[src/rtl/io_pkg.sv]
// ----------------------------------------------------------------------------
// io_pkg
// Shared constants and types for the memory-mapped I/O responder.
//   IO_ADDR_UART : UART data register (write = TX byte, read = RX byte)
//   IO_ADDR_CLK  : base of the 4-byte cycle counter / program-stop register
//   IO_WINDOW    : value of addr[17:16] that selects the I/O space
// ----------------------------------------------------------------------------
package io_pkg;

    localparam logic [17:0] IO_ADDR_UART = 18'h30000;
    localparam logic [17:0] IO_ADDR_CLK  = 18'h30004;
    localparam logic [1:0]  IO_WINDOW    = 2'b11;
    localparam int          CNT_W        = 32;

    typedef logic [7:0]       byte_t;
    typedef logic [CNT_W-1:0] cnt_t;

    // Little-endian byte k of a counter value.
    function automatic byte_t cnt_byte(input cnt_t v, input logic [1:0] k);
        return v[8*k +: 8];
    endfunction

endpackage

[src/rtl/io_tx_fifo.sv]
// ----------------------------------------------------------------------------
// io_tx_fifo
// Synchronous FIFO buffering CPU bytes toward the UART transmitter.
// A push into a full FIFO is still accepted when a pop happens on the same
// edge (the freed slot is the one being written).
// Ports:
//   clk_in, rst_n_in : clock, async active-low reset (clears storage too)
//   push_i, push_data_i : push request and byte
//   pop_i            : consume head byte (ignored when empty)
//   head_o, valid_o  : head byte, FIFO non-empty
//   count_o          : current occupancy
//   count_next_o     : occupancy after this edge
//   accept_o, drop_o : push taken / push refused because full
// ----------------------------------------------------------------------------
module io_tx_fifo
    import io_pkg::*;
#(
    parameter int DEPTH = 8,
    localparam int AW = $clog2(DEPTH),
    localparam int CW = AW + 1
) (
    input  logic          clk_in,
    input  logic          rst_n_in,
    input  logic          push_i,
    input  logic [7:0]    push_data_i,
    input  logic          pop_i,
    output logic [7:0]    head_o,
    output logic          valid_o,
    output logic [CW-1:0] count_o,
    output logic [CW-1:0] count_next_o,
    output logic          accept_o,
    output logic          drop_o
);

    byte_t         mem_q [DEPTH];
    logic [AW-1:0] wr_ptr_q, rd_ptr_q;
    logic [CW-1:0] count_q, count_d;
    logic          do_pop;

    assign do_pop   = pop_i & (count_q != '0);
    assign accept_o = push_i & ((count_q != CW'(DEPTH)) | do_pop);
    assign drop_o   = push_i & ~accept_o;

    always_comb begin
        count_d = count_q;
        case ({accept_o, do_pop})
            2'b10:   count_d = count_q + CW'(1);
            2'b01:   count_d = count_q - CW'(1);
            default: count_d = count_q;
        endcase
    end

    always_ff @(posedge clk_in or negedge rst_n_in) begin
        if (!rst_n_in) begin
            wr_ptr_q <= '0;
            rd_ptr_q <= '0;
            count_q  <= '0;
        end else begin
            count_q <= count_d;
            if (accept_o) wr_ptr_q <= wr_ptr_q + AW'(1);
            if (do_pop)   rd_ptr_q <= rd_ptr_q + AW'(1);
        end
    end

    // Storage is reset so the head byte reads 0 straight out of reset.
    always_ff @(posedge clk_in or negedge rst_n_in) begin
        if (!rst_n_in) begin
            for (int i = 0; i < DEPTH; i++) mem_q[i] <= '0;
        end else if (accept_o) begin
            mem_q[wr_ptr_q] <= push_data_i;
        end
    end

    assign head_o       = mem_q[rd_ptr_q];
    assign valid_o      = (count_q != '0);
    assign count_o      = count_q;
    assign count_next_o = count_d;

endmodule

[src/rtl/io_responder.sv]
// ----------------------------------------------------------------------------
// io_responder
// Device end of the CPU byte bus for the I/O window (addr[17:16] == 2'b11).
//   0x30000 W : UART TX byte (0x00 filtered out), queued in io_tx_fifo
//   0x30000 R : UART RX byte (0x00 if none), pulses rx_pop when consumed
//   0x30004 W : program stop; queues a 0x00 marker and arms stop_pending
//   0x30004..7 R : 32-bit cycle counter, little-endian
// Optional build macro IO_CYCLE_SNAPSHOT_EN: a read of 0x30004 latches the
// live counter so 0x30005..7 return bytes of the same dword.
// Ports:
//   clk_in, rst_n_in        : clock, async active-low reset
//   rdy_in                  : CPU ready; gates bus accesses and the counter
//   cpu_a, cpu_dout, cpu_wr : CPU address / write data / write strobe
//   cpu_din, io_sel_q       : registered read data and its I/O-select flag
//   io_buffer_full          : TX FIFO at/above high-water mark
//   tx_data, tx_valid, tx_ready : FIFO head toward the UART transmitter
//   rx_data, rx_valid, rx_pop   : UART receiver handshake
//   program_stop, tx_overflow   : sticky status
// ----------------------------------------------------------------------------
module io_responder
    import io_pkg::*;
#(
    parameter int TX_DEPTH    = 8,
    parameter int FULL_MARGIN = 2
) (
    input  logic        clk_in,
    input  logic        rst_n_in,
    input  logic        rdy_in,
    input  logic [31:0] cpu_a,
    input  logic [7:0]  cpu_dout,
    input  logic        cpu_wr,
    output logic [7:0]  cpu_din,
    output logic        io_sel_q,
    output logic        io_buffer_full,
    output logic [7:0]  tx_data,
    output logic        tx_valid,
    input  logic        tx_ready,
    input  logic [7:0]  rx_data,
    input  logic        rx_valid,
    output logic        rx_pop,
    output logic        program_stop,
    output logic        tx_overflow
);

    localparam int            CW  = $clog2(TX_DEPTH) + 1;
    localparam logic [CW-1:0] HWM = CW'(TX_DEPTH - FULL_MARGIN);

    logic        unused_addr_hi;
    logic [17:0] addr;
    logic        io_hit, rd_hit, wr_uart, wr_clk;
    logic        push, pop, push_accept, push_drop;
    byte_t       push_data, rd_data;
    logic        rd_pop;
    logic [CW-1:0] fifo_count, fifo_count_next;

    byte_t cpu_din_q, cpu_din_d;
    logic  io_sel_d;
    logic  rx_pop_q, rx_pop_d;
    cnt_t  cycle_q, cycle_d;
    logic  stop_pending_q, stop_pending_d;
    logic  program_stop_q, program_stop_d;
    logic  tx_overflow_q, tx_overflow_d;
    logic  io_buffer_full_q, io_buffer_full_d;

    assign unused_addr_hi = ^cpu_a[31:18];
    assign addr   = cpu_a[17:0];
    assign io_hit = rdy_in & (addr[17:16] == IO_WINDOW);
    assign rd_hit = io_hit & ~cpu_wr;

    // The stop marker is the only 0x00 that may enter the FIFO.
    assign wr_uart   = io_hit & cpu_wr & (addr == IO_ADDR_UART) & (cpu_dout != 8'h00);
    assign wr_clk    = io_hit & cpu_wr & (addr == IO_ADDR_CLK);
    assign push      = wr_uart | wr_clk;
    assign push_data = wr_clk ? 8'h00 : cpu_dout;
    assign pop       = tx_valid & tx_ready;

    io_tx_fifo #(.DEPTH(TX_DEPTH)) u_tx_fifo (
        .clk_in       (clk_in),
        .rst_n_in     (rst_n_in),
        .push_i       (push),
        .push_data_i  (push_data),
        .pop_i        (pop),
        .head_o       (tx_data),
        .valid_o      (tx_valid),
        .count_o      (fifo_count),
        .count_next_o (fifo_count_next),
        .accept_o     (push_accept),
        .drop_o       (push_drop)
    );

`ifdef IO_CYCLE_SNAPSHOT_EN
    cnt_t snap_q;

    always_ff @(posedge clk_in or negedge rst_n_in) begin
        if (!rst_n_in)
            snap_q <= '0;
        else if (rd_hit && addr == IO_ADDR_CLK)
            snap_q <= cycle_q;
    end

    // Byte 0 comes from the live counter on the same edge that fills snap_q.
    function automatic byte_t clk_rd_byte(input logic [1:0] k);
        return (k == 2'd0) ? cnt_byte(cycle_q, k) : cnt_byte(snap_q, k);
    endfunction
`else
    function automatic byte_t clk_rd_byte(input logic [1:0] k);
        return cnt_byte(cycle_q, k);
    endfunction
`endif

    always_comb begin
        rd_data = 8'h00;
        rd_pop  = 1'b0;
        if (addr == IO_ADDR_UART) begin
            rd_data = rx_valid ? rx_data : 8'h00;
            rd_pop  = rx_valid;
        end else if (addr[17:2] == IO_ADDR_CLK[17:2]) begin
            rd_data = clk_rd_byte(addr[1:0]);
        end
    end

    always_comb begin
        cpu_din_d        = cpu_din_q;
        cycle_d          = cycle_q;
        io_sel_d         = rd_hit;
        rx_pop_d         = rd_hit & rd_pop;
        stop_pending_d   = stop_pending_q | wr_clk;
        // Stop fires only once the marker has left and nothing new is landing.
        program_stop_d   = program_stop_q |
                           (stop_pending_q & (fifo_count == '0) & ~push_accept);
        tx_overflow_d    = tx_overflow_q | push_drop;
        io_buffer_full_d = (fifo_count_next >= HWM);
        if (rdy_in) begin
            cycle_d   = cycle_q + 1'b1;
            cpu_din_d = rd_hit ? rd_data : 8'h00;
        end
    end

    always_ff @(posedge clk_in or negedge rst_n_in) begin
        if (!rst_n_in) begin
            cpu_din_q        <= '0;
            io_sel_q         <= 1'b0;
            rx_pop_q         <= 1'b0;
            cycle_q          <= '0;
            stop_pending_q   <= 1'b0;
            program_stop_q   <= 1'b0;
            tx_overflow_q    <= 1'b0;
            io_buffer_full_q <= 1'b0;
        end else begin
            cpu_din_q        <= cpu_din_d;
            io_sel_q         <= io_sel_d;
            rx_pop_q         <= rx_pop_d;
            cycle_q          <= cycle_d;
            stop_pending_q   <= stop_pending_d;
            program_stop_q   <= program_stop_d;
            tx_overflow_q    <= tx_overflow_d;
            io_buffer_full_q <= io_buffer_full_d;
        end
    end

    assign cpu_din        = cpu_din_q;
    assign rx_pop         = rx_pop_q;
    assign program_stop   = program_stop_q;
    assign tx_overflow    = tx_overflow_q;
    assign io_buffer_full = io_buffer_full_q;

endmodule

[config.mk]
export PLATFORM = sky130hd
export DESIGN_NAME = io_responder
export DESIGN_NICKNAME = d
export VERILOG_FILES = /design/src/rtl/io_pkg.sv /design/src/rtl/io_tx_fifo.sv /design/src/rtl/io_responder.sv
export SDC_FILE = /design/constraint.sdc
export NUM_CORES = 1
export LEC_CHECK = 0
export CORE_MARGIN = 2
export CORE_UTILIZATION = 60
export DETAILED_ROUTE_END_ITERATION = 16
export MAX_ROUTING_LAYER = met4
export PLACE_DENSITY = 0.85
export SLEW_MARGIN = 20
export SYNTH_ARGS = -nofsm -noshare
export SYNTH_HDL_FRONTEND = slang
export SYNTH_SLANG_ARGS = --single-unit
[constraint.sdc]
create_clock -name clk_in -period 4.8 [get_ports clk_in]
set_input_delay 0.48 -clock clk_in [delete_from_list [all_inputs] [get_ports clk_in]]
set_output_delay 0.48 -clock clk_in [all_outputs]
set_load 0.005 [all_outputs]
==> results of run 1 <==
-- cell type report --
cell class	instances	area share, %
Clock buffer	18	5.75
Clock inverter	14	2.98
Inverter	7	0.353
Multi-Input combinational cell	299	39.4
Sequential cell	120	40.4
Tap cell	133	2.24
Timing Repair Buffer	67	8.83
-- cell families (layout without fill, tap and decap cells) --
kind of cell | Yosys count | count (layout) | share of synthesized area (%)
AND/OR/NAND/NOR | 128 | 128 | 14.9
multiplexers | 100 | 100 | 23.1
AO/OA/AOI/OAI | 26 | 26 | 3.67
adder cells (fa/ha/maj) | 6 | 6 | 1.24
flip-flops | 120 | 120 | 49.7
buffers and inverters | 25 | 106 | 1.76
XOR/XNOR | 39 | 39 | 5.65
-- worst register-to-register path, stage by stage (launching register included) --
cell and delay (ns):
dfrtp_1 0.44, or3_1 0.47, o211ai_1 0.23, buf_4 0.30, or4_1 0.22, ha_1 0.29
xor2_1 0.20, ha_1 0.18, a21oi_1 0.05, xor2_1 0.18, or4b_2 0.62, nand4b_1 0.11
-- power breakdown --
part	leakage (nW)	switching, W	internal (W)	total, W
logic	1.36	0.000152	0.000232	0.000383
registers	1.63	0.000181	0.00108	0.00126
clock network	0.308	0.000470	0.000913	0.00138
-- flip-flops by register name, summed over array words and instances (netlist names) --
signal              flops
tx_overflow             1
u_tx_fifo.wr_ptr_q      3
io_buffer_full          1
io_sel_q                1
stop_pending_q          1
rx_pop                  1
cycle_q                32
cpu_din                 8
u_tx_fifo.count_o       4
u_tx_fifo.rd_ptr_q      3
u_tx_fifo.mem_q        64
program_stop            1
-- how the worst max path moves through the flow --
| stage | startpoint | to | slack [ns] |
|---|---|---|---|
| final | cpu_a[0] | io_buffer_full | 1.26 |
| after floorplan | cpu_dout[2] | io_buffer_full | 1.44 |
| after global routing | cpu_a[0] | io_buffer_full | 1.08 |
| after CTS | u_tx_fifo.rd_ptr_q[0] | tx_data[1] | 1.25 |
| after global placement | cpu_a[0] | io_buffer_full | 0.89 |
| after detailed placement | cpu_a[0] | io_buffer_full | 0.82 |
-- Yosys cell counts (3+ instances only) --
cell / count
a221o_1: 8
and2_1: 3
and3_1: 3
and4_1: 3
buf_2: 7
clkbuf_1: 8
dfrtp_1: 120
ha_1: 6
inv_1: 7
mux2_1: 3
mux2_2: 73
mux4_2: 24
nand2_1: 15
nand2b_1: 3
nand3_1: 16
nand3b_1: 4
nand4_1: 9
nor2_1: 14
nor3_1: 11
nor3b_1: 9
nor4_1: 10
nor4_4: 9
nor4b_1: 3
o21a_1: 9
or3_1: 5
or4_1: 3
xnor2_1: 14
xor2_1: 25
-- placed cells by master (no fill, tap or decap), types with 3 or more instances in the layout --
cell type	n
or3_1	5
nand2_1	15
nor4_4	9
ha_1	6
clkdlybuf4s50_1	60
and3_1	3
clkinvlp_4	3
nand3b_1	4
nand3_1	16
nor4b_1	3
mux2_1	3
and2_1	3
a221o_1	8
xor2_1	25
mux4_2	24
nand2b_1	3
nand4_1	9
nor3b_1	9
o21a_1	9
xnor2_1	14
nor3_1	11
clkbuf_16	16
and4_1	3
nor2_1	14
mux2_2	73
inv_1	7
dfrtp_1	119
bufinv_16	5
nor4_1	10
buf_4	6
clkinv_4	3
or4_1	3
-- per-stage QoR --
step / util (%) / cells / setup WS, ns / cell area [um^2] / power (W)
after global routing: 76.1 / 658 / 1.08 / 7440 / 0.00315
after detailed placement: 69.4 / 626 / 0.820 / 6780 / 0.00165
after floorplan: - / 444 / 1.44 / 6040 / 0.00149
after CTS: 76.0 / 658 / 1.25 / 7430 / 0.00303
after global placement: 69.4 / 626 / 0.894 / 6780 / 0.00163
final: 76.1 / 658 / 1.26 / 7440 / 0.00303
-- per-layer routing --
metal,track usage (%),up-vias
li1,-,1821
met1,38.6,2184
met2,44.8,155
met3,7.08,32
met4,11.0,0
met5,-,-
==> impl_metrics.csv, run 1 <==
group,metric,value,unit
global_route,grt_pass1_vias,4460,
synthesis,async_flop_share,100,%
power,peakVddDrop,0.286,mV
critical_path,cp_num_buf_inv,1,
global_route,grt_max_degree,87,
min_path,worstHoldPathType,"input pin to async pin",
synthesis,synth-seq-cells,120,
synthesis,avgSynthCellArea,13.6,um^2
floorplanning,start_util,61.8,%
synthesis,synth_top_area_share,49.7,%
synthesis,synthTopCellsByArea,"dfrtp_1 (50%), mux2_2 (14%), mux4_2 (8.9%), xor2_1 (3.6%), nor4_4 (3.2%)",
critical_path,cp-start-kind,"input pin",
synthesis,synthFlopType,"dfrtp_1",
drt,drt.antenna.violating_nets,0,
drt,met1_length,6020,um
critical_path,r2r_cells,11,
outcome,status,"finished, final reports clean",
run,cap_viol_max_count,0,
floorplanning,rows,36,
placement,place_hpwl,9190,um
sta,post-route-period-util,73.8,%
critical_path,cp_max_fo,10,
drt,wirelength,14500,um
finish,seqCellArea,3000,um^2
finish,area_growth,23.1,%
drt,first_pass_iters,5,
drt,drtIter0Drc,276,
clocking,cts_buffer_depth,2,
clocking,hold_buffers,0,
global_route,antenna_found_initial,0,
global_route,grt_usage,29.4,%
critical_path,cp.depth,11,
synthesis,syn_inst,444,
clocking,clock_sinks,120,
sta,period_minus_slack,3.54,ns
clocking,cts_made_buffers,17,
finish,drive_above_1_share,29.1,%
sta,finalClockSkew,0.00600,ns
placement,io_buffers,61,
sta,finalHoldWorstSlack,0.00455,ns
clocking,cts-resized-gates,0,
finish,fillCellCount,569,
sta,fmax,282,MHz
drt,met3_length,858,um
global_route,grt_first_pass_wirelength,23900,um
critical_path,reg2reg_slack,1.43,ns
floorplanning,core_area,9770,um^2
critical_path,worstPathCellList,"clkdlybuf4s50_1 > and4bb_2 > nand2_1 > or4_1 > ha_1 > xor2_1 > ha_1 > a21oi_1 > xor2_1 > or4b_2 > nand4b_1",
drt,maxUsedRoutingLayer,"met4",
drt,viasPerCell,6.37,
finish,multiInputGateArea,2930,um^2
sta,setup_tns,0,ns
power,p_leak,3.29,nW
drt,wl_per_cell,22.0,um
synthesis,ys_types,44,
finish,num_antenna_cells,0,
floorplanning,dieWidth,104,um
drt,wl_met2,7310,um
placement,routabilityCongestion,0.875,
sta,hold_viol_final,0,
power,p_per_area,407,nW/um^2
critical_path,worstPathArrival,4.00,ns
floorplanning,dieArea,10900,um^2
drt,vias,4192,
sta,setup_viol,0,
global_route,grt_overflow,0,
critical_path,cpMaxStageDelayCell,"clkdlybuf4s50_1",
critical_path,critical_path_class,"input pin to flip-flop",
floorplanning,die_h,104,um
synthesis,synth_edf_count,0,
floorplanning,io_pins,76,
critical_path,critPathRequiredTime,5.26,ns
synthesis,ys.warnings.count,0,
critical_path,reg2reg_from,"u_tx_fifo.count_o[1]",
critical_path,critPathTopFamily,"simple AND/OR/NAND/NOR gates",
sta,slew_headroom,40.0,%
sta,worst_slew_pin_slew,0.893,ns
sta,slew_violations,0,
critical_path,slowest_delay,0.70,ns
drt,drc_errors,0,
synthesis,synth-seq-area-share,49.7,%
clocking,clk_latency,0.52,ns
clocking,cts_tree,"yes",
clocking,clk_pin_slew,0.06,ns
clocking,postCtsSetupRepairBufs,0,
sta,rsz0062_at_grt,"false",
critical_path,worstReg2RegEnd,"io_buffer_full",
synthesis,syn_nets,504,
critical_path,endpoint_kind,"flip-flop",
clocking,h-tree-depth,4,
synthesis,synth_largest_area_cell,"dfrtp_1",
finish,fin_nets,572,
synthesis,synth.cell_area,6040,um^2
clocking,clockRootBuffer,"clkbuf_8",
Note: power is estimated with default switching activity, not from simulation.
==> run 2, diff against run 1 <==
--- a/config.mk
+++ b/config.mk
@@ -6,10 +6,10 @@
 export NUM_CORES = 1
 export LEC_CHECK = 0
 export CORE_MARGIN = 2
-export CORE_UTILIZATION = 60
+export CORE_UTILIZATION = 50
 export DETAILED_ROUTE_END_ITERATION = 16
 export MAX_ROUTING_LAYER = met4
-export PLACE_DENSITY = 0.85
+export PLACE_DENSITY = 0.76
 export SLEW_MARGIN = 20
 export SYNTH_ARGS = -nofsm -noshare
 export SYNTH_HDL_FRONTEND = slang
==> constraint.sdc (replaced) <==
create_clock -name clk_in -period 3.1 [get_ports clk_in]
set_input_delay 0.31 -clock clk_in [delete_from_list [all_inputs] [get_ports clk_in]]
set_output_delay 0.31 -clock clk_in [all_outputs]
set_load 0.005 [all_outputs]
==> impl_metrics.csv, run 2 (synthesis results as in run 1) <==
group,metric,value,unit
outcome,status,"complete, but fails checks",
outcome,violations,"negative hold slack",
finish,mostFrequentLayoutCell,"dfrtp_1",
global_route,grt_max_degree,121,
sta,rsz0062_at_grt,"false",
drt,wirelength,13400,um
critical_path,r2r_cells,10,
sta,finalWorstSetupSlack,0.167,ns
drt,wl_per_cell,19.4,um
clocking,clk_pin_slew,0.05,ns
sta,slew_violations,0,
clocking,clockRootBuffer,"clkbuf_16",
finish,num_antenna_cells,0,
critical_path,critPathTopFamily,"simple AND/OR/NAND/NOR gates",
clocking,clock_sinks,120,
clocking,postCtsSetupRepairBufs,0,
sta,hold_viol_final,16,
clocking,cts_tree,"yes",
sta,slew_headroom,47.4,%
critical_path,critical_path_class,"input pin to flip-flop",
global_route,grt_usage,23.0,%
placement,routabilityCongestion,0.918,
power,fin_total_pwr,0.00451,W
placement,place_hpwl,9230,um
global_route,antenna_found_initial,0,
critical_path,cp_common_cell,"xor2_1",
power,p_per_area,597,nW/um^2
power,peakVddDrop,0.436,mV
floorplanning,io_pins,76,
sta,worst_slew_pin_slew,0.783,ns
clocking,h-tree-depth,4,
global_route,grt_first_pass_wirelength,22100,um
drt,met1_length,5780,um
floorplanning,dieWidth,114,um
drt,first_pass_iters,5,
drt,met3_length,441,um
critical_path,cp-start-kind,"input pin",
critical_path,cp_max_fo,2,
sta,setup_tns,0,ns
global_route,grt_pass1_vias,4293,
min_path,worstHoldPathType,"input pin to async pin",
critical_path,cp_num_buf_inv,1,
critical_path,slowest_delay,0.61,ns
placement,place_inst,659,
sta,finalClockSkew,0.00970,ns
critical_path,endpoint_kind,"flip-flop",
drt,drtIter0Drc,246,
clocking,hold_buffers,0,
finish,fin_cells,691,
global_route,grt_overflow,0,
sta,period_minus_slack,2.93,ns
finish,regMostFlops,"u_tx_fifo.mem_q",
clocking,cts_made_buffers,17,
finish,largest_register_ffs,64,
clocking,clk_latency,0.42,ns
drt,drc_errors,0,
finish,drive_above_1_share,32.0,%
critical_path,worstPathCellList,"clkdlybuf4s50_1 > nor4_2 > nand2_1 > or4_4 > ha_4 > xor2_1 > ha_1 > a21oi_1 > xor2_1 > or4b_2 > nand4b_1",
floorplanning,dieArea,13000,um^2
critical_path,cpMaxStageDelayCell,"or4b_2",
finish,layout_common_cells,"dfrtp_1 (120), mux2_2 (73), clkdlybuf4s50_1 (60)",
sta,post-route-period-util,94.6,%
floorplanning,core_area,11900,um^2
critical_path,critPathRequiredTime,3.44,ns
run,cap_viol_max_count,0,
floorplanning,rows,40,
floorplanning,die_h,114,um
sta,setup_viol,0,
sta,fmax,341,MHz
drt,viasPerCell,5.86,
finish,area_growth,25.2,%
drt,maxUsedRoutingLayer,"met4",
critical_path,worstPathArrival,3.27,ns
placement,place_ws,-0.220,ns
clocking,cts-resized-gates,0,
drt,vias,4048,
drt,drt.antenna.violating_nets,0,
placement,io_buffers,61,
critical_path,reg2reg_slack,0.21,ns
floorplanning,start_util,50.7,%
drt,wl_met2,6860,um
critical_path,worstReg2RegEnd,"io_buffer_full",
critical_path,reg2reg_from,"u_tx_fifo.count_o[2]",
sta,finalHoldWorstSlack,-0.0396,ns
finish,fin_nets,591,
clocking,cts_buffer_depth,2,
power,p_leak,3.35,nW
run 2: power breakdown:
part,internal (W),switching (W),total (W)
Combinational,0.000406,0.000365,0.000771
Sequential,0.00167,0.000160,0.00183
Clock,0.00118,0.000730,0.00191
run 2: per-layer routing:
metal	vias to the layer above	global-route usage [%]
met4	0	9.51
met5	-	-
met1	2090	28.1
met2	74	37.7
met3	26	4.78
li1	1858	-
run 2: worst max-delay path by stage:
stage / startpoint / end / slack, ns / cells past startpoint
finish: cpu_a[13] / io_buffer_full / 0.17 / 11
global route: u_tx_fifo.count_o[2] / io_buffer_full / 0.02 / 10
CTS: cpu_dout[2] / io_buffer_full / 0.20 / 11
detailed placement: cpu_dout[2] / io_buffer_full / -0.22 / 11
global placement: cpu_dout[2] / io_buffer_full / -0.19 / 11
floorplan: cpu_dout[2] / io_buffer_full / 0.03 / 11
run 2: cell type report:
class,count,area (um^2)
Multi-Input combinational cell,299,2960
Clock inverter,15,154
Timing Repair Buffer,86,808
Fill cell,883,4350
Clock buffer,17,425
Sequential cell,120,3000
Tap cell,147,184
Inverter,7,26.3
run 2: stage by stage:
step	utilization (%)	hold WS (ns)	area (um^2)
after floorplan	-	0.0144	6070
after global placement	58.6	0.443	6970
after detailed placement	58.6	0.449	6980
after CTS	63.5	0.0120	7560
after global routing	63.5	0.00855	7560
final	63.5	-0.0396	7560
==> run 3, diff against run 2 <==
--- a/config.mk
+++ b/config.mk
@@ -6,10 +6,11 @@
 export NUM_CORES = 1
 export LEC_CHECK = 0
 export CORE_MARGIN = 2
-export CORE_UTILIZATION = 50
+export CORE_UTILIZATION = 57
 export DETAILED_ROUTE_END_ITERATION = 16
+export DONT_BUFFER_PORTS = 1
 export MAX_ROUTING_LAYER = met4
-export PLACE_DENSITY = 0.76
+export PLACE_DENSITY = 0.75
 export SLEW_MARGIN = 20
 export SYNTH_ARGS = -nofsm -noshare
 export SYNTH_HDL_FRONTEND = slang
==> impl_metrics.csv, run 3 (synthesis results as in run 1) <==
group,metric,value,unit
drt,vias,3864,
drt,drc_errors,0,
finish,num_antenna_cells,0,
critical_path,cpMaxStageDelayCell,"or4b_2",
sta,worst_slew_pin_slew,0.831,ns
global_route,grt_usage,25.4,%
min_path,worstHoldPathType,"input pin to flip-flop",
finish,area_growth,15.3,%
sta,setup_viol,0,
finish,layout_common_cells,"dfrtp_1 (120), mux2_2 (73), xor2_1 (25)",
finish,fin_nets,524,
critical_path,slowest_delay,0.61,ns
drt,wl_per_cell,21.5,um
sta,finalClockSkew,0.00625,ns
sta,fmax,351,MHz
outcome,status,"finished, final reports clean",
critical_path,cp-start-kind,"flip-flop",
drt,wirelength,13200,um
floorplanning,start_util,58.5,%
finish,drive_above_1_share,32.3,%
placement,routabilityCongestion,0.881,
floorplanning,rows,37,
power,p_leak,3.12,nW
critical_path,reg2reg_slack,0.25,ns
critical_path,r2r_cells,10,
clocking,h-tree-depth,4,
floorplanning,die_h,107,um
min_path,whs_endpoint,"rx_pop",
placement,io_buffers,0,
finish,largest_register_ffs,64,
sta,hold_viol_final,0,
clocking,clockRootBuffer,"clkbuf_8",
drt,first_pass_iters,4,
global_route,grt_pass1_vias,4016,
sta,slew_violations,0,
global_route,grt_overflow,0,
global_route,antenna_found_initial,0,
global_route,grt_max_degree,121,
critical_path,worstPathCellList,"or3_1 > o211ai_1 > or4_4 > ha_4 > xor2_1 > ha_1 > a21oi_1 > xor2_1 > or4b_2 > nand4b_1",
power,peakVddDrop,0.345,mV
global_route,grt_first_pass_wirelength,21200,um
clocking,postCtsSetupRepairBufs,0,
finish,fin_area,6970,um^2
sta,setup_tns,0,ns
critical_path,endpoint_kind,"flip-flop",
global_route,gr-usage-met3,6.93,%
min_path,worstHoldStart,"cpu_a[1]",
critical_path,reg2reg_from,"u_tx_fifo.count_o[2]",
critical_path,critical_path_class,"flip-flop to flip-flop",
floorplanning,dieWidth,107,um
finish,regMostFlops,"u_tx_fifo.mem_q",
drt,viasPerCell,6.30,
clocking,cts_made_buffers,17,
sta,slew_headroom,44.2,%
critical_path,cp_common_cell,"xor2_1",
sta,period_minus_slack,2.85,ns
finish,fillCellCount,687,
critical_path,worstPathArrival,3.29,ns
global_route,use_met1,34.2,%
min_path,worstHoldPathCells,3,
sta,rsz0062_at_grt,"false",
clocking,clock_sinks,120,
clocking,cts_buffer_depth,2,
floorplanning,io_pins,76,
clocking,cts_tree,"yes",
placement,place_area,6200,um^2
floorplanning,core_area,10300,um^2
critical_path,cp_max_fo,7,
global_route,use_met2,38.2,%
power,p_per_area,652,nW/um^2
drt,drt.antenna.violating_nets,0,
placement,place_hpwl,8520,um
clocking,clk_pin_slew,0.06,ns
clocking,clk_latency,0.51,ns
run,cap_viol_max_count,0,
finish,mostFrequentLayoutCell,"dfrtp_1",
critical_path,worstReg2RegEnd,"io_buffer_full",
global_route,grt-busiest-layer,"met2",
floorplanning,dieArea,11400,um^2
drt,drtIter0Drc,253,
sta,post-route-period-util,91.9,%
critical_path,critPathRequiredTime,3.54,ns
[run 3: cell types whose count changed in the layout (fill, tap and decap cells not counted), sizes merged, moves of 2 or more]
cell / before / now
buf: 26 / 7
bufinv: 2 / 5
clkdlybuf4s50: 60 / 0
clkinv: 4 / 6
clkinvlp: 7 / 2
dlygate4sd3: 0 / 12
[run 3: per-stage QoR]
step | cells | hold slack (ns) | setup WS [ns] | power [W] | utilization, %
2_1_floorplan | 444 | 0.0144 | 0.0347 | 0.00231 | -
3_3_place_gp | 568 | 0.0170 | 0.212 | 0.00243 | 60.0
3_5_place_dp | 568 | 0.0167 | 0.182 | 0.00245 | 60.0
4_1_cts | 613 | 0.0297 | 0.259 | 0.00458 | 67.5
5_1_grt | 613 | 0.0444 | 0.0144 | 0.00474 | 67.5
6_report | 613 | 0.0539 | 0.252 | 0.00455 | 67.5
[run 3: final cells by class]
type,instances,area (um^2),area share [%]
well taps,136,170,2.44
flip-flops and latches,120,3000,43.1
clock inverters,14,204,2.93
inverters,7,26.3,0.377
clock buffers,18,418,6.00
multi-input cells,299,2950,42.4
repair buffers,19,193,2.77
[run 3: worst max-delay path: cells and delay by family, from the launching register on]
kind                       cells  cell delay [ns]
DFF                            1             0.45
and+or+nand+nor                4             1.41
xor gates and xnor gates       2             0.25
AOI/OAI and AO/OA              2             0.28
adders and majority gates      2             0.39
[run 3: worst max-delay path by stage]
stage	depth (start not counted)	end	slack [ns]	startpoint
CTS	10	io_buffer_full	0.26	u_tx_fifo.count_o[2]
floorplan	11	io_buffer_full	0.03	cpu_dout[2]
finish	10	io_buffer_full	0.25	u_tx_fifo.count_o[2]
global route	10	io_buffer_full	0.01	u_tx_fifo.count_o[2]
global placement	10	io_buffer_full	0.21	cpu_a[13]
detailed placement	10	io_buffer_full	0.18	cpu_a[13]
[run 3: power breakdown]
group	switching, W	internal [W]
clock network	0.000697	0.00138
logic	0.000272	0.000320
registers	0.000207	0.00167
[run 3: what timing repair did]
action | 4_1_cts | 5_1_grt
endpoints found under the hold margin | 132 | 0
hold buffers | 13 | 0
resized for setup | 0 | 0
[run 3: metal layers]
| layer | part of all wire [%] | wire length, um | vias up |
|---|---|---|---|
| met5 | 0 | 0 | - |
| met4 | 0.71 | 93 | 0 |
| met3 | 6.8 | 896 | 7 |
| met2 | 48 | 6370 | 151 |
| met1 | 44 | 5820 | 1987 |
| li1 | - | - | 1719 |
==> variant 1: new RTL, flow settings as in run 3 <==
The parameter `TX_DEPTH` goes from 8 to 4.
--- a/src/rtl/io_responder.sv
+++ b/src/rtl/io_responder.sv
@@ -20,7 +20,7 @@
 module io_responder
     import io_pkg::*;
 #(
-    parameter int TX_DEPTH    = 8,
+    parameter int TX_DEPTH    = 4,
     parameter int FULL_MARGIN = 2
 ) (
     input  logic        clk_in,
Behaviour: not the same (Yosys sat finds a counterexample within 4 cycles, from zero or initial values and one cycle with rst_n_in low).
==> variant 1 against run 3 <==
- worst setup slack improved by 0.40 ns
- synthesized area decreased by 32%
- sequential cell count decreased by 35
- total power decreased by 45%
- combinational power decreased by 45%
- largest power group is now registers
- critical endpoint unchanged
- sequential share of layout area increased by 4.8 points
- routed wire length decreased by 34%
- synthesized cell count decreased by 26%
- design area decreased by 36%
- hold slack got worse by 0.022 ns
- count of clock-buffer cells in the layout decreased by 9
==> variant 1: results (changes against run 3) <==
* Status: finished clean (unchanged)
* Detail Placement HPWL at 6.07 mm (was 8.52 mm)
* Via density at 6.29 (was 6.30)
* Met2 Track Usage GR at 0.315 (was 0.382)
* Total Nets Final at 388 (was 524)
* Int Pwr at 1.77 mW (was 3.37 mW)
* XOR/XNOR Fraction of Synth Area at 0.0784 (was 0.0565)
* Hold-fix buffers at CTS at 2 (was 13)
* Synth Area in Compound Gates at 0.0957 (was 0.0367)
* Hold EP: cycle_q[0] (was rx_pop)
* Met3 Wirelength at 566 µm (was 896 µm)
* Worst hold start: rdy_in (was cpu_a[1])
* Hold slack at 0.0320 ns (was 0.0539 ns)
* CTS HTree Levels at 3 (was 4)
* VDD IR max at 0.266 mV (was 0.345 mV)
* Switching Share at 0.290 (was 0.259)
* Commonest cells post-synth: dfrtp_1 (85), a22o_1 (32), xor2_1 (20), xnor2_1 (17) (was dfrtp_1 (120), mux2_2 (73), xor2_1 (25), mux4_2 (24), nand3_1 (16))
* Leakage at 2.05 nW (was 3.12 nW)
* Clk_lat worst skew at 0.36 ns (was 0.51 ns)
* Routed length on met1 at 4.07 mm (was 5.82 mm)
* DR WL/cell at 20.1 µm (was 21.5 µm)
* Slew headroom at 0.508 (was 0.442)
* Largest net degree at the start of global routing at 86 (was 121)
* Placed Cells at 413 (was 568)
* Starting DRC count in detailed routing at 190 (was 253)
* Synth Area in Adders at 0.0230 (was 0.0124)
* Clock skew at 0.00656 ns (was 0.00625 ns)
* Clk. pwr at 0.804 mW (was 2.08 mW)
* Worst setup path endpoint: io_buffer_full (unchanged)
* Crit path DAT at 2.70 ns (was 3.29 ns)
* Vias in the first global route at 2653 (was 4016)
* Hold path depth at 1 (was 3)
* Overall routing resource usage at 0.241 (was 0.254)
* Mux cell area share after synthesis at 0.0951 (was 0.231)
* Placement Cell Area at 4200 µm² (was 6200 µm²)
* Initial antenna violation count at 2 (was 0)
* Sequential-to-total area share from yosys stat at 0.515 (was 0.497)
* Cells after Synth at 329 (was 444)
* Distinct cells, synth at 42 (was 44)
* DP Worst Slack at 0.471 ns (was 0.182 ns)
* Clk slew on worst S/H paths at 0.09 ns (was 0.06 ns)
* Final WL at 8.72 mm (was 13.2 mm)
* GR Util met1 at 0.360 (was 0.342)
* TritonCTS Buffers at 9 (was 17)
* Final worst slack at 0.651 ns (was 0.252 ns)
* Placer Congestion at 0.950 (was 0.881)
* Dominant cells by area after synthesis: dfrtp_1 (51%), mux4_2 (8.7%), a22o_1 (6.8%) (was dfrtp_1 (50%), mux2_2 (14%), mux4_2 (8.9%))
* First-pass GRT wire length at 13.7 mm (was 21.2 mm)
* Layout cells sized above 1 at 0.136 (was 0.323)
* Final core area utilization at 0.623 (was 0.675)
==> variant 1: cell types whose count changed after synthesis, sizes merged, moves of 6 or more <==
cell   before  now
inv         7   13
and3        3   10
nand3      16   10
mux2       76    2
a22o        0   32
nor4       21    7
mux4       24   16
nor2b       0    9
o21a        9    0
dfrtp     120   85
==> variant 1: cell type report <==
cell class / instances / area share
diodes: 2 / 0.00113
inverters: 13 / 0.0110
well taps: 99 / 0.0279
repair buffers: 4 / 0.0118
multi-input cells: 214 / 0.423
clock inverters: 7 / 0.0183
clock buffers: 9 / 0.0279
flip-flops and latches: 85 / 0.479
==> variant 1: critical path, cell delays in order (launching register included) <==
cell	delay, ns
dfrtp_1	0.42
nor4b_2	0.17
buf_4	0.16
or4_1	0.47
ha_1	0.24
inv_1	0.07
fa_1	0.17
xor2_1	0.15
nor2_1	0.06
xor2_1	0.15
or2_2	0.27
==> variant 2: new RTL, settings of run 3 <==
Without the edit above. Register the output `tx_overflow` once more, with the module's reset; this adds one clock of latency there. The other outputs are not delayed to match.
--- a/src/rtl/io_responder.sv
+++ b/src/rtl/io_responder.sv
@@ -161,7 +161,13 @@
     assign cpu_din        = cpu_din_q;
     assign rx_pop         = rx_pop_q;
     assign program_stop   = program_stop_q;
-    assign tx_overflow    = tx_overflow_q;
+    always_ff @(posedge clk_in or negedge rst_n_in) begin
+        if (!rst_n_in) begin
+            tx_overflow <= '0;
+        end else begin
+            tx_overflow <= tx_overflow_q;
+        end
+    end
     assign io_buffer_full = io_buffer_full_q;
 
 endmodule
Function: same outputs for any inputs over 4 cycles, from zero or initial values and one cycle with rst_n_in low; that may be too few to reach the edited logic, so the function may still have changed.
==> variant 2 against run 3 <==
- clock power fell by 7%
- critical path type unchanged
- sequential cell count rose by 1
- synthesized area is 0.41% higher
- total power down 2.9%
- critical path depth stayed put
- routed wire length shrank 0.85%
- largest power group unchanged
- design area is essentially flat
- worst setup slack worse by 0.042 ns
==> variant 2: results (changes against run 3) <==
* Status: finished clean (unchanged)
* Sequential-to-total area share from yosys stat at 0.499 (was 0.497)
* Number of fill cells at 701 (was 687)
* Clk. pwr at 1.93 mW (was 2.08 mW)
* Met3 Wirelength at 753 µm (was 896 µm)
* Non-clock buffer count at 20 (was 19)
* Met3 Use GR at 0.0821 (was 0.0693)
* GR Util met1 at 0.330 (was 0.342)
* Synth Area in Compound Gates at 0.0365 (was 0.0367)
* Syn Area/Cell at 13.6 µm² (about the same)
* Total Nets Final at 526 (was 524)
* Clock skew at 0.00848 ns (was 0.00625 ns)
* Commonest cells post-synth: dfrtp_1 (121), mux2_2 (73), xor2_1 (25), mux4_2 (24), nand3_1 (16) (was dfrtp_1 (120), mux2_2 (73), xor2_1 (25), mux4_2 (24), nand3_1 (16))
* Dominant cells by area after synthesis: dfrtp_1 (50%), mux2_2 (14%), mux4_2 (8.9%) (unchanged)
* First-pass GRT wire length at 21.7 mm (was 21.2 mm)
* Met2 wire length at 6.20 mm (was 6.37 mm)
* CLK BUF at 24 (was 18)
* Peak per-stage delay on the critical path at 0.63 ns (was 0.61 ns)
* Sequential cell area share at 0.435 (was 0.431)
* Int Pwr at 3.24 mW (was 3.37 mW)
* Vias in the first global route at 4123 (was 4016)
* Synth Area in Adders at 0.0124 (about the same)
* Hold-fix buffers at CTS at 14 (was 13)
* Clk_lat worst skew at 0.54 ns (was 0.51 ns)
* Actual slew at the worst max-slew pin at 0.830 ns (was 0.831 ns)
* Met2 Track Usage GR at 0.380 (was 0.382)
* Clock-cell share at 0.0834 (was 0.0893)
* Placed Cells at 569 (was 568)
* Starting DRC count in detailed routing at 222 (was 253)
* Sink Count at 121 (was 120)
* Placer Congestion at 0.852 (was 0.881)
* Multi-input combinational area share at 0.424 (about the same)
* DP Worst Slack at 0.215 ns (was 0.182 ns)
* DR WL/cell at 21.3 µm (was 21.5 µm)
* XOR/XNOR Fraction of Synth Area at 0.0563 (was 0.0565)
* Vias at 3851 (was 3864)
* Sequential share of power at 0.428 (was 0.413)
* NonClk Buf Share at 0.0291 (was 0.0277)
* Detail Placement HPWL at 8.55 mm (was 8.52 mm)
==> variant 2: changes by cell type in the layout (fill, tap and decap cells not counted), sizes merged <==
cell and change:
dlygate4sd3 +1, inv -1, bufinv -3, clkbuf +6, dfrtp +1, clkinv -3
==> variant 2: worst paths after layout <==
check                                      from                    to  slack [ns]  cells after the start
min reg2reg                       tx_overflow_q           tx_overflow        0.41                      0
max                        u_tx_fifo.count_o[2]        io_buffer_full        0.21                     10
max in group asynchronous              rst_n_in   u_tx_fifo.mem_q[51]        2.24                      2
min                                      rdy_in              io_sel_q        0.04                      1
min in group asynchronous              rst_n_in  u_tx_fifo.count_o[2]        0.39                      2
max reg2reg                u_tx_fifo.count_o[2]        io_buffer_full        0.21                     10
==> variant 2: worst register-to-register path: cells and delay by family (launching register included) <==
kind,cells,cell delay (ns)
DFF,1,0.46
adders and majority gates,2,0.39
xor gates and xnor gates,2,0.25
and+or+nand+nor,4,1.44
AOI/OAI and AO/OA,2,0.28
